`config.mk`:
```
export PLATFORM = sky130hd
export DESIGN_NAME = pipeline_hazard_ctrl
export DESIGN_NICKNAME = d
export VERILOG_FILES = /design/src/rtl/pipeline_hazard_ctrl_pkg.sv /design/src/rtl/hazard_match.sv /design/src/rtl/pipeline_hazard_ctrl.sv
export SDC_FILE = /design/constraint.sdc
export NUM_CORES = 1
export LEC_CHECK = 0
export BUFFER_PORTS_ARGS = -buffer_cell sky130_fd_sc_hd__buf_2
export CAP_MARGIN = 0
export CELL_PAD_IN_SITES_DETAIL_PLACEMENT = 0
export CELL_PAD_IN_SITES_GLOBAL_PLACEMENT = 2
export CORE_ASPECT_RATIO = 0.5
export CORE_MARGIN = 2
export CORE_UTILIZATION = 21
export DETAILED_ROUTE_END_ITERATION = 8
export PLACE_DENSITY = 0.75
export SLEW_MARGIN = 20
export SYNTH_ARGS = -nofsm -noshare
export SYNTH_HDL_FRONTEND = slang
export SYNTH_SLANG_ARGS = --single-unit
```
`constraint.sdc`:
```
create_clock -name clk -period 1.7 [get_ports clk]
set_input_delay 0.085 -clock clk [delete_from_list [all_inputs] [get_ports clk]]
set_output_delay 0.085 -clock clk [all_outputs]
set_load 0.01 [all_outputs]
```
`src/rtl/pipeline_hazard_ctrl_pkg.sv`:
```
// pipeline_hazard_ctrl_pkg: shared types for the hazard sequencer (package pipe_pkg)
//   state_t   : INIT (post-reset bubbles), RUN, MEM_WAIT (frozen on data memory)
//   FWD_*     : EX operand bypass select encodings
package pipe_pkg;
    typedef enum logic [1:0] {INIT, RUN, MEM_WAIT} state_t;
    localparam logic [1:0] FWD_RF    = 2'b00;
    localparam logic [1:0] FWD_EXMEM = 2'b01;
    localparam logic [1:0] FWD_MEMWB = 2'b10;
endpackage

```
`src/rtl/hazard_match.sv`:
```
// hazard_match: compares two source addresses against one producer destination
//   rs1, rs2   in  AW  source register addresses
//   use1, use2 in  1   source is actually read
//   wa, we     in  AW,1 producer destination address / write enable
//   hit1, hit2 out 1   source x depends on this producer
module hazard_match #(
    parameter int AW = 8
) (
    input  logic [AW-1:0] rs1,
    input  logic [AW-1:0] rs2,
    input  logic          use1,
    input  logic          use2,
    input  logic [AW-1:0] wa,
    input  logic          we,
    output logic          hit1,
    output logic          hit2
);
    assign hit1 = we && use1 && (rs1 == wa);
    assign hit2 = we && use2 && (rs2 == wa);
endmodule

```
`src/rtl/pipeline_hazard_ctrl.sv`:
```
// pipeline_hazard_ctrl: stall/flush/forward sequencer for the 5-stage pipeline
//   Optional feature macro: HAZARD_FORWARD_EN (EX bypass; only load-use stalls)
//   clk, rst_n                       clock, async active-low reset
//   id_rs1/2, id_use1/2              ID sources and their use flags
//   ex_rs1/2                         EX sources (bypass selection)
//   ex_wa/ex_RegWrite/ex_MemRead     EX producer
//   mem_wa/mem_RegWrite              MEM producer
//   wb_wa/wb_RegWrite                WB producer
//   ex_branch_taken                  taken branch resolved in EX
//   mem_req, mem_ready               data-memory handshake in MEM
//   pc_en..memwb_en                  stage enables (0 = hold)
//   ifid_flush, idex_flush           load bubble on next edge
//   fwd_a, fwd_b                     bypass select (pipe_pkg FWD_*)
//   stall_cnt                        saturating count of pc_en=0 cycles in RUN/MEM_WAIT
module pipeline_hazard_ctrl #(
    parameter int AW         = 8,
    parameter int INIT_FLUSH = 2,
    parameter int CNT_W      = 16
) (
    input  logic             clk,
    input  logic             rst_n,
    input  logic [AW-1:0]    id_rs1,
    input  logic [AW-1:0]    id_rs2,
    input  logic             id_use1,
    input  logic             id_use2,
    input  logic [AW-1:0]    ex_rs1,
    input  logic [AW-1:0]    ex_rs2,
    input  logic [AW-1:0]    ex_wa,
    input  logic             ex_RegWrite,
    input  logic             ex_MemRead,
    input  logic [AW-1:0]    mem_wa,
    input  logic             mem_RegWrite,
    input  logic [AW-1:0]    wb_wa,
    input  logic             wb_RegWrite,
    input  logic             ex_branch_taken,
    input  logic             mem_req,
    input  logic             mem_ready,
    output logic             pc_en,
    output logic             ifid_en,
    output logic             idex_en,
    output logic             exmem_en,
    output logic             memwb_en,
    output logic             ifid_flush,
    output logic             idex_flush,
    output logic [1:0]       fwd_a,
    output logic [1:0]       fwd_b,
    output logic [CNT_W-1:0] stall_cnt
);
    import pipe_pkg::*;

    localparam int IW = (INIT_FLUSH > 1) ? $clog2(INIT_FLUSH) : 1;
    localparam logic [IW-1:0] INIT_LOAD = IW'(INIT_FLUSH - 1);

    state_t        state;
    logic [IW-1:0] init_cnt;
    logic          ex_hit1, ex_hit2;
    logic          stall, freeze, go, is_init;

    hazard_match #(.AW(AW)) u_ex_id (
        .rs1(id_rs1), .rs2(id_rs2), .use1(id_use1), .use2(id_use2),
        .wa(ex_wa), .we(ex_RegWrite), .hit1(ex_hit1), .hit2(ex_hit2)
    );

`ifdef HAZARD_FORWARD_EN
    logic mem_hit1, mem_hit2, wb_hit1, wb_hit2;

    hazard_match #(.AW(AW)) u_mem_ex (
        .rs1(ex_rs1), .rs2(ex_rs2), .use1(1'b1), .use2(1'b1),
        .wa(mem_wa), .we(mem_RegWrite), .hit1(mem_hit1), .hit2(mem_hit2)
    );
    hazard_match #(.AW(AW)) u_wb_ex (
        .rs1(ex_rs1), .rs2(ex_rs2), .use1(1'b1), .use2(1'b1),
        .wa(wb_wa), .we(wb_RegWrite), .hit1(wb_hit1), .hit2(wb_hit2)
    );

    // Only a load in EX cannot be bypassed in time
    assign stall = ex_MemRead && (ex_hit1 || ex_hit2);
    // Youngest producer (MEM) wins over WB
    assign fwd_a = !rst_n ? FWD_RF : mem_hit1 ? FWD_EXMEM : wb_hit1 ? FWD_MEMWB : FWD_RF;
    assign fwd_b = !rst_n ? FWD_RF : mem_hit2 ? FWD_EXMEM : wb_hit2 ? FWD_MEMWB : FWD_RF;
`else
    logic mem_hit1, mem_hit2;
    logic unused_ok;

    hazard_match #(.AW(AW)) u_mem_id (
        .rs1(id_rs1), .rs2(id_rs2), .use1(id_use1), .use2(id_use2),
        .wa(mem_wa), .we(mem_RegWrite), .hit1(mem_hit1), .hit2(mem_hit2)
    );

    // WB is written before the regfile read, so only EX/MEM producers stall
    assign stall     = ex_hit1 || ex_hit2 || mem_hit1 || mem_hit2;
    assign fwd_a     = FWD_RF;
    assign fwd_b     = FWD_RF;
    assign unused_ok = ^{ex_rs1, ex_rs2, wb_wa, wb_RegWrite, ex_MemRead};
`endif

    assign is_init = (state == INIT);
    // mem_req is only honoured from RUN; MEM_WAIT holds until mem_ready regardless
    assign freeze  = ((state == RUN) && mem_req && !mem_ready) || ((state == MEM_WAIT) && !mem_ready);
    assign go      = rst_n && !is_init && !freeze;

    // A taken branch overrides any data stall: the stalled instruction is squashed anyway
    assign pc_en      = go && (ex_branch_taken || !stall);
    assign ifid_en    = pc_en;
    assign idex_en    = rst_n && !freeze;
    assign exmem_en   = idex_en;
    assign memwb_en   = idex_en;
    assign ifid_flush = is_init || (go && ex_branch_taken);
    assign idex_flush = is_init || (go && (ex_branch_taken || stall));

    always_ff @(posedge clk or negedge rst_n) begin
        if (!rst_n) begin
            state     <= INIT;
            init_cnt  <= INIT_LOAD;
            stall_cnt <= '0;
        end else begin
            state <= is_init ? ((init_cnt == '0) ? RUN : INIT) : (freeze ? MEM_WAIT : RUN);
            if (is_init && (init_cnt != '0))
                init_cnt <= init_cnt - IW'(1);
            if (!is_init && !pc_en && (stall_cnt != '1))
                stall_cnt <= stall_cnt + CNT_W'(1);
        end
    end
endmodule

```
==> results of run 1 <==
-- Yosys cell counts (2+ instances only) --
| cell | number |
|---|---|
| mux2_2 | 3 |
| inv_1 | 4 |
| xnor2_1 | 26 |
| nand2b_1 | 4 |
| xor2_1 | 15 |
| buf_4 | 7 |
| nor3b_2 | 3 |
| nor2b_1 | 2 |
| and3_1 | 5 |
| o21ai_0 | 2 |
| a21oi_1 | 3 |
| o21a_1 | 2 |
| nor2_1 | 8 |
| nand4_1 | 5 |
| nand3_1 | 13 |
| nand2_1 | 9 |
| buf_6 | 2 |
| nor3_2 | 7 |
| dfrtp_1 | 18 |
-- final cells by class --
cell class              instances  area share, %
clock buffers                   4           3.25
inverters                       4          0.620
repair buffers                108           28.1
well taps                      92           4.75
flip-flops and latches         19           19.7
multi-input cells             126           43.5
-- timing repair --
item	CTS	global route
endpoints found under the setup margin	16	19
gates resized for setup	11	18
endpoints found under the hold margin	18	0
pin swaps	9	17
buffers inserted	1	4
hold buffers	1	0
-- placed cells by master, fill, tap and decap left out, types with 3 or more instances in the layout --
cell,count
and3_4,4
buf_2,62
buf_4,40
buf_6,4
clkbuf_16,3
conb_1,4
dfrtp_1,17
inv_1,3
mux2_2,3
nand2_1,8
nand3_1,13
nand4_1,5
nor2_1,6
nor3_4,7
nor3b_2,4
xnor2_1,26
xor2_1,15
-- final timing paths --
path | from | end | slack [ps] | depth (start not counted)
worst max-delay path | stall_cnt[9]$_DFFE_PN0P_ | stall_cnt[1]$_DFFE_PN0P_ | -90 | 7
worst min-delay path | mem_ready | state[1]$_DFF_PN0_ | 140 | 3
worst max register to register | stall_cnt[9]$_DFFE_PN0P_ | stall_cnt[1]$_DFFE_PN0P_ | -90 | 7
worst min register to register | stall_cnt[11]$_DFFE_PN0P_ | stall_cnt[11]$_DFFE_PN0P_ | 480 | 1
max in group asynchronous | rst_n | init_cnt$_DFFE_PN1P_ | 1030 | 3
min in group asynchronous | rst_n | state[0]$_DFF_PN0_ | 410 | 3
-- power breakdown --
group / switching [mW] / internal, mW
registers: 0.0592 / 0.533
clock network: 0.161 / 0.319
logic: 0.362 / 0.404
-- routing by layer --
| layer | up-vias | part of all wire [%] | global-route usage (%) | wire length [um] |
|---|---|---|---|---|
| met3 | 4 | 6.0 | 2.77 | 243 |
| met5 | - | 0 | 0 | 0 |
| met1 | 661 | 44 | 13.5 | 1800 |
| met2 | 40 | 48 | 17.9 | 1970 |
| li1 | 734 | - | - | - |
| met4 | 0 | 1.2 | 3.27 | 48 |
-- state kept, by name, indices dropped and copies added (netlist names) --
register	cells
init_cnt	1
stall_cnt	16
state	2
-- worst max-delay path: stages (launching register included) --
cell and delay [ps]:
dfrtp_1 380, and3_4 190, and3_4 180, and3_4 170
nand4_1 120, nand2_2 110, or2_4 250, mux2_4 290
-- logic make-up (layout without fill, tap and decap cells) --
logic type	after synthesis	after routing
DFF	19	19
and+or+nand+nor	64	64
adders and majority gates	1	1
other	1	4
muxes	4	4
AOI/OAI and AO/OA	12	12
buffers and inverters	14	116
xor gates and xnor gates	41	41
-- metrics by stage --
step                setup slack (ps)  std cells  power [mW]  setup TNS, ps  utilization [%]
finish                         -94.0        353        1.84           -301             35.6
global route                    -167        353        1.96          -1920             35.6
CTS                            -92.9        349        1.83           -548             34.1
detailed placement              -314        343        1.32          -4030             31.9
global placement                -267        343        1.31          -3180             31.9
floorplan                       -117        159       0.968           -128                -
==> results.json, run 1 <==
{
  "synth.area.top_cells": "dfrtp_1, xnor2_1, xor2_1, nor3_2, nand3_1",
  "worst_slack_ps": -94.0,
  "fp-row-count": 21,
  "max_clock_freq_mhz": 557,
  "antenna_found_initial": 0,
  "crit_type": "flip-flop to flip-flop",
  "cts.sinks": 19,
  "areaGrowthSynthToFinish_pct": 61.6,
  "synth_top_area_cell": "dfrtp_1",
  "synth.top_cell.area_share_pct": 30.1,
  "clk_latency_ps": 250,
  "via_per_inst": 4.08,
  "async_flop_share_pct": 100,
  "die_h_um": 63.7,
  "violations": "negative setup slack",
  "skew_ps": 1.45,
  "dpl-instance-area_mm2": 0.00217,
  "core_area_mm2": 0.00681,
  "dr.pass1.iters": 4,
  "hold_ws_ps": 140,
  "fin_crit_sh_pct": 106,
  "vias": 1439,
  "drcViolationCount": 0,
  "path_clk_slew_ps": 50,
  "p_per_area_mw_per_mm2": 759,
  "grt_pass1_vias": 1422,
  "period_minus_slack_ps": 1790,
  "ys_warn_count": 0,
  "synth_top_family_by_area": "simple AND/OR/NAND/NOR gates",
  "ff_latch_area_um2": 478,
  "arrival_ps": 1930,
  "status": "complete, but fails checks",
  "io_buffer_count": 63,
  "synth_edf_count": 0,
  "setup_viol": 10,
  "overflow": 0,
  "multi_input_area_mm2": 0.00105,
  "p_leak_nw": 1.18,
  "wl_per_cell_um": 11.5,
  "numCtsBuffers": 3,
  "drt_wl_total_mm": 4.07,
  "synth-compound-area-share_pct": 6.84,
  "cap_violations": 0,
  "gp_congestion": 0.744,
  "num_io_pins": 94,
  "hpwlAfterDp_mm": 3.41,
  "crit_required_ps": 1830,
  "yosysUniqueCellTypes": 37,
  "ir_drop_uv": 361,
  "hold_violations": 0,
  "ys_ff_latch": 19,
  "drt_iter0_markers": 16,
  "rsz0062_at_grt": "true",
  "die_area_mm2": 0.00787,
  "diodes": 0,
  "synth.avg_cell_area_um2": 9.61,
  "yosys.area_share.simple_pct": 26.7,
  "cts_root_buf": "clkbuf_16",
  "stdcell_area_mm2": 0.00242,
  "drv_slew": 0,
  "syn_inst": 156,
  "end_kind": "flip-flop",
  "cts_max_level": 1,
  "fin_nets": 330,
  "grt_pass1_wl_mm": 6.71,
  "synth-xor-area-share_pct": 24.0,
  "hold_path.class": "primary input to flip-flop",
  "cts_tree": "yes",
  "critPathLaunchType": "flip-flop",
  "dieWidth_um": 123,
  "grt_max_degree": 20,
  "nFillCells": 725,
  "syn_area_mm2": 0.00150,
  "yosysSeqAreaShare_pct": 31.8,
  "track_usage_pct": 10.7,
  "ys.flop_type": "dfrtp_1",
  "cp_max_fo": 3,
  "synthAdderAreaFrac_pct": 0.835,
  "synthMuxAreaShare_pct": 3.26,
  "clockBufferDepth": 2,
  "initial_core_util_pct": 22.0,
  "drive_gt1_share_pct": 55.6,
  "ant_nets": 0
}
No activity file was read; power rests on OpenSTA's default activity.
==> inputs of run 2 (changes only) <==
--- a/config.mk
+++ b/config.mk
@@ -14,6 +14,7 @@
 export CORE_UTILIZATION = 21
 export DETAILED_ROUTE_END_ITERATION = 8
 export PLACE_DENSITY = 0.75
+export SETUP_SLACK_MARGIN = 0.3
 export SLEW_MARGIN = 20
 export SYNTH_ARGS = -nofsm -noshare
 export SYNTH_HDL_FRONTEND = slang
==> results.json, run 2 (synthesis gave the netlist of run 1 again) <==
{
  "drv_slew": 0,
  "cts_tree": "yes",
  "drcViolationCount": 0,
  "tightest_slew_ps": 835,
  "period_minus_slack_ps": 1800,
  "clockBufferDepth": 2,
  "io_buffer_count": 63,
  "top_register": "stall_cnt",
  "drive_gt1_share_pct": 55.4,
  "crit_required_ps": 1840,
  "track_usage_pct": 10.6,
  "power_frac_seq_pct": 32.2,
  "use_met2_pct": 17.7,
  "p_comb_share_pct": 41.1,
  "initial_core_util_pct": 22.0,
  "rsz0062_at_grt": "true",
  "areaGrowthSynthToFinish_pct": 59.8,
  "fp-row-count": 21,
  "ir_drop_uv": 309,
  "diodes": 0,
  "crit_type": "flip-flop to flip-flop",
  "globalRouteMet1Util_pct": 13.3,
  "cts.sinks": 19,
  "layout_commonest_cell": "buf_2",
  "switching_power_uw": 584,
  "clk_latency_ps": 250,
  "finalPower_mw": 1.83,
  "top_regs": "stall_cnt x16, state x2, init_cnt x1",
  "ff_latch_area_um2": 478,
  "dieWidth_um": 123,
  "clkPwrFrac_pct": 26.7,
  "drt_wl_total_mm": 4.11,
  "grt_pass1_vias": 1458,
  "drt_iter0_markers": 21,
  "cpMostUsedCell": "and3_4",
  "hold_violations": 0,
  "dr.pass1.iters": 4,
  "internal_power_mw": 1.25,
  "hold_path.class": "primary input to flip-flop",
  "busiest_layer": "met2",
  "skew_ps": 4.28,
  "grt_pass1_wl_mm": 6.65,
  "p_leak_nw": 1.15,
  "multi_input_area_mm2": 0.00104,
  "ant_nets": 0,
  "critPathLaunchType": "flip-flop",
  "overflow": 0,
  "cap_violations": 0,
  "cts_max_level": 1,
  "cts_root_buf": "clkbuf_16",
  "violations": "negative setup slack",
  "num_io_pins": 94,
  "swShare_pct": 31.9,
  "wl_per_cell_um": 11.8,
  "relSlewSlack_pct": 44.1,
  "numCtsBuffers": 3,
  "met3_usage_pct": 2.32,
  "slowest_delay_ps": 400,
  "die_area_mm2": 0.00787,
  "p_per_area_mw_per_mm2": 764,
  "arrival_ps": 1940,
  "final_cell_mix": "buf_2, buf_4, xnor2_1",
  "end_kind": "flip-flop",
  "setup_viol": 14,
  "status": "complete, but fails checks",
  "postLayoutCoreUtil_pct": 35.2,
  "largest_reg_flops": 16,
  "die_h_um": 63.7,
  "antenna_found_initial": 0,
  "fin_crit_sh_pct": 106,
  "gp_congestion": 0.715,
  "final.setup.tns_ps": -420,
  "via_per_inst": 4.05,
  "grt_max_degree": 19,
  "path_clk_slew_ps": 60,
  "fin_nets": 327,
  "stdcell_area_mm2": 0.00240,
  "nFillCells": 713,
  "core_area_mm2": 0.00681,
  "cp_max_fo": 3,
  "worst_slack_ps": -99.5,
  "path_cells": "and3_4 -> and3_4 -> and3_4 -> nand4_1 -> nand2_2 -> or2_4 -> mux2_4",
  "cp_slowest_cell": "dfrtp_2",
  "dpl-instance-area_mm2": 0.00217,
  "vias": 1417,
  "hpwlAfterDp_mm": 3.37,
  "max_clock_freq_mhz": 556
}
[run 2: cell count changes in the layout (fill, tap and decap cells not counted), sizes merged]
cell         before  now
dlygate4sd3       1    2
buf             107  103
clkbuf            4    3
clkinv            0    1
[run 2: per-stage QoR]
stage | setup slack, ps | std cells | hold slack [ps]
2_1_floorplan | -114 | 159 | -211
3_3_place_gp | -278 | 341 | 122
3_5_place_dp | -295 | 341 | 134
4_1_cts | -95.8 | 348 | 19.2
5_1_grt | -179 | 350 | 24.7
6_report | -99.5 | 350 | 25.2
[run 2: final cells by class]
type,count,share of cell area [%]
flip-flops and latches,19,19.9
clock inverters,1,0.209
inverters,4,0.627
well taps,92,4.80
multi-input cells,126,43.5
clock buffers,3,3.13
repair buffers,105,27.8
[run 2: power by group through the flow]
stage,Combinational [mW],Clock [mW],Sequential [mW]
4_1_cts,0.736,0.501,0.591
6_report,0.753,0.489,0.589
3_3_place_gp,0.707,0,0.598
2_1_floorplan,0.315,0,0.657
5_1_grt,0.830,0.517,0.602
3_5_place_dp,0.715,0,0.600
[run 2: final timing paths]
| path | from | slack, ps | to | cells past startpoint |
|---|---|---|---|---|
| worst max-delay path | stall_cnt[7]$_DFFE_PN0P_ | -100 | stall_cnt[1]$_DFFE_PN0P_ | 7 |
| min in group asynchronous | rst_n | 490 | init_cnt$_DFFE_PN1P_ | 3 |
| max in group asynchronous | rst_n | 500 | stall_cnt[7]$_DFFE_PN0P_ | 3 |
| worst max register to register | stall_cnt[7]$_DFFE_PN0P_ | -100 | stall_cnt[1]$_DFFE_PN0P_ | 7 |
| worst min register to register | stall_cnt[11]$_DFFE_PN0P_ | 490 | stall_cnt[11]$_DFFE_PN0P_ | 1 |
| worst min-delay path | mem_ready | 30 | state[1]$_DFF_PN0_ | 2 |
[run 2: worst max-delay path: cells and delay by family, from the launching register on]
kind,cells,cell delay [ps]
DFF,1,400
muxes,1,300
and+or+nand+nor,6,990
[run 2: routing by layer]
| layer | share of wire, % | routed length [um] | vias to the layer above |
|---|---|---|---|
| li1 | - | - | 732 |
| met1 | 44 | 1830 | 645 |
| met2 | 49 | 2020 | 36 |
| met3 | 5.1 | 211 | 4 |
| met4 | 1.3 | 55 | 0 |
| met5 | 0 | 0 | - |
[run 2: timing repair]
action                     in CTS  in global routing
resized for setup              11                 12
setup endpoints to repair      23                 24
pin swaps                       8                 11
hold endpoints to repair       18                 18
hold buffers                    2                  1
cloned                          0                  0
setup buffers                   1                  2
==> inputs of run 3 (changes only) <==
--- a/config.mk
+++ b/config.mk
@@ -19,3 +19,4 @@
 export SYNTH_ARGS = -nofsm -noshare
 export SYNTH_HDL_FRONTEND = slang
 export SYNTH_SLANG_ARGS = --single-unit
+export TNS_END_PERCENT = 10
==> results.json, run 3 (synthesis gave the netlist of run 1 again) <==
{
  "status": "complete, but fails checks",
  "violations": "negative setup slack",
  "overflow": 0,
  "period_minus_slack_ps": 1760,
  "fin_crit_sh_pct": 103,
  "rsz0062_at_grt": "true",
  "crit_type": "flip-flop to flip-flop",
  "crit_required_ps": 1840,
  "gp_congestion": 0.761,
  "cts_root_buf": "clkbuf_16",
  "hold_path.class": "primary input to flip-flop",
  "top_register": "stall_cnt",
  "postLayoutCoreUtil_pct": 35.6,
  "end_kind": "flip-flop",
  "clockBufferDepth": 2,
  "fin_nets": 331,
  "drt_wl_total_mm": 4.03,
  "clkPwrFrac_pct": 25.7,
  "drcViolationCount": 0,
  "cts_tree": "yes",
  "num_io_pins": 94,
  "die_h_um": 63.7,
  "hpwlAfterDp_mm": 3.36,
  "drv_slew": 0,
  "via_per_inst": 4.14,
  "worst_slack_ps": -57.9,
  "ant_nets": 0,
  "p_per_area_mw_per_mm2": 780,
  "track_usage_pct": 10.4,
  "top_regs": "stall_cnt x16, state x2, init_cnt x1",
  "cap_violations": 0,
  "skew_ps": 1.41,
  "hold_violations": 0,
  "max_clock_freq_mhz": 569,
  "arrival_ps": 1890,
  "fin_cells": 354,
  "dr.pass1.iters": 4,
  "antenna_found_initial": 0,
  "initial_core_util_pct": 22.0,
  "areaGrowthSynthToFinish_pct": 61.6,
  "cp_max_fo": 2,
  "wl_per_cell_um": 11.4,
  "clk_latency_ps": 250,
  "p_leak_nw": 1.19,
  "path_clk_slew_ps": 60,
  "grt_pass1_vias": 1499,
  "drive_gt1_share_pct": 56.5,
  "dieWidth_um": 123,
  "ir_drop_uv": 376,
  "vias": 1467,
  "setup_viol": 2,
  "internal_power_mw": 1.29,
  "core_area_mm2": 0.00681,
  "diodes": 0,
  "cts_max_level": 1,
  "drt_iter0_markers": 13,
  "critPathLaunchType": "flip-flop",
  "grt_max_degree": 20,
  "switching_power_uw": 603,
  "p_comb_share_pct": 43.2,
  "largest_reg_flops": 16,
  "grt_pass1_wl_mm": 6.69,
  "fp-row-count": 21,
  "nFillCells": 700,
  "numCtsBuffers": 3,
  "die_area_mm2": 0.00787,
  "cts.sinks": 19,
  "layout_commonest_cell": "buf_2",
  "final_cell_mix": "buf_2, buf_4, xnor2_1",
  "dp_cells": 344,
  "power_frac_seq_pct": 31.1,
  "swShare_pct": 31.9,
  "io_buffer_count": 63
}
run 3: changes by cell type in the layout (fill, tap and decap cells not counted), sizes merged:
cell / previous run / this run
dlygate4sd3: 2 / 1
buf: 103 / 108
run 3: routing by layer:
metal	part of all wire, %	vias up	global-route usage [%]
met5	0	-	0
met4	0.52	0	1.70
met3	5.2	2	2.14
met2	49	40	18.7
met1	45	686	13.0
li1	-	739	-
run 3: metrics by stage:
| step | total power [mW] | hold WS, ps | setup slack [ps] | cell area, um2 | TNS, ps |
|---|---|---|---|---|---|
| after CTS | 1.86 | 129 | -65.3 | 2320 | -154 |
| after floorplan | 0.964 | -211 | -117 | 1530 | -1100 |
| after global placement | 1.33 | 91.3 | -334 | 2190 | -4230 |
| after detailed placement | 1.35 | 97.9 | -332 | 2190 | -4400 |
| after global routing | 2.01 | 267 | -125 | 2420 | -1430 |
| final | 1.89 | 254 | -57.9 | 2420 | -82.0 |
run 3: cell type report:
type	instances	area, um2	area share, %
timing repair buffer	109	698	28.8
clock buffer	3	75.1	3.10
multi-input combinational	126	1030	42.7
sequential	19	478	19.7
clock inverter	1	5.00	0.207
tap	92	115	4.75
inverter	4	17.5	0.723
run 3: worst paths after layout:
path	from	end	slack, ps	depth (start not counted)
min in group asynchronous	rst_n	stall_cnt[0]$_DFFE_PN0P_	400	3
min	mem_ready	state[1]$_DFF_PN0_	250	4
max	stall_cnt[7]$_DFFE_PN0P_	stall_cnt[1]$_DFFE_PN0P_	-60	7
min reg2reg	init_cnt$_DFFE_PN1P_	init_cnt$_DFFE_PN1P_	480	1
max in group asynchronous	rst_n	init_cnt$_DFFE_PN1P_	1040	3
max reg2reg	stall_cnt[7]$_DFFE_PN0P_	stall_cnt[1]$_DFFE_PN0P_	-60	7
run 3: power groups by stage:
| stage | Sequential, mW | Clock (mW) | Combinational, mW |
|---|---|---|---|
| floorplan | 0.657 | 0 | 0.306 |
| global placement | 0.589 | 0 | 0.739 |
| detailed placement | 0.595 | 0 | 0.753 |
| CTS | 0.586 | 0.501 | 0.770 |
| global route | 0.600 | 0.519 | 0.892 |
| finish | 0.588 | 0.485 | 0.816 |
run 3: timing repair:
action                                  4_1_cts  5_1_grt
hold endpoints to repair                     18        0
pin swaps                                     8       12
gates resized for setup                       6       17
setup buffers                                 2        3
endpoints found under the setup margin       22       23
hold buffers                                  1        0
run 3: worst max-delay path, stage by stage (launching register included):
cell	delay, ps
dfrtp_2	390
and3_4	180
and3_4	150
and3_4	170
nand4_1	120
nand2_2	90
or2_4	260
mux2_4	290
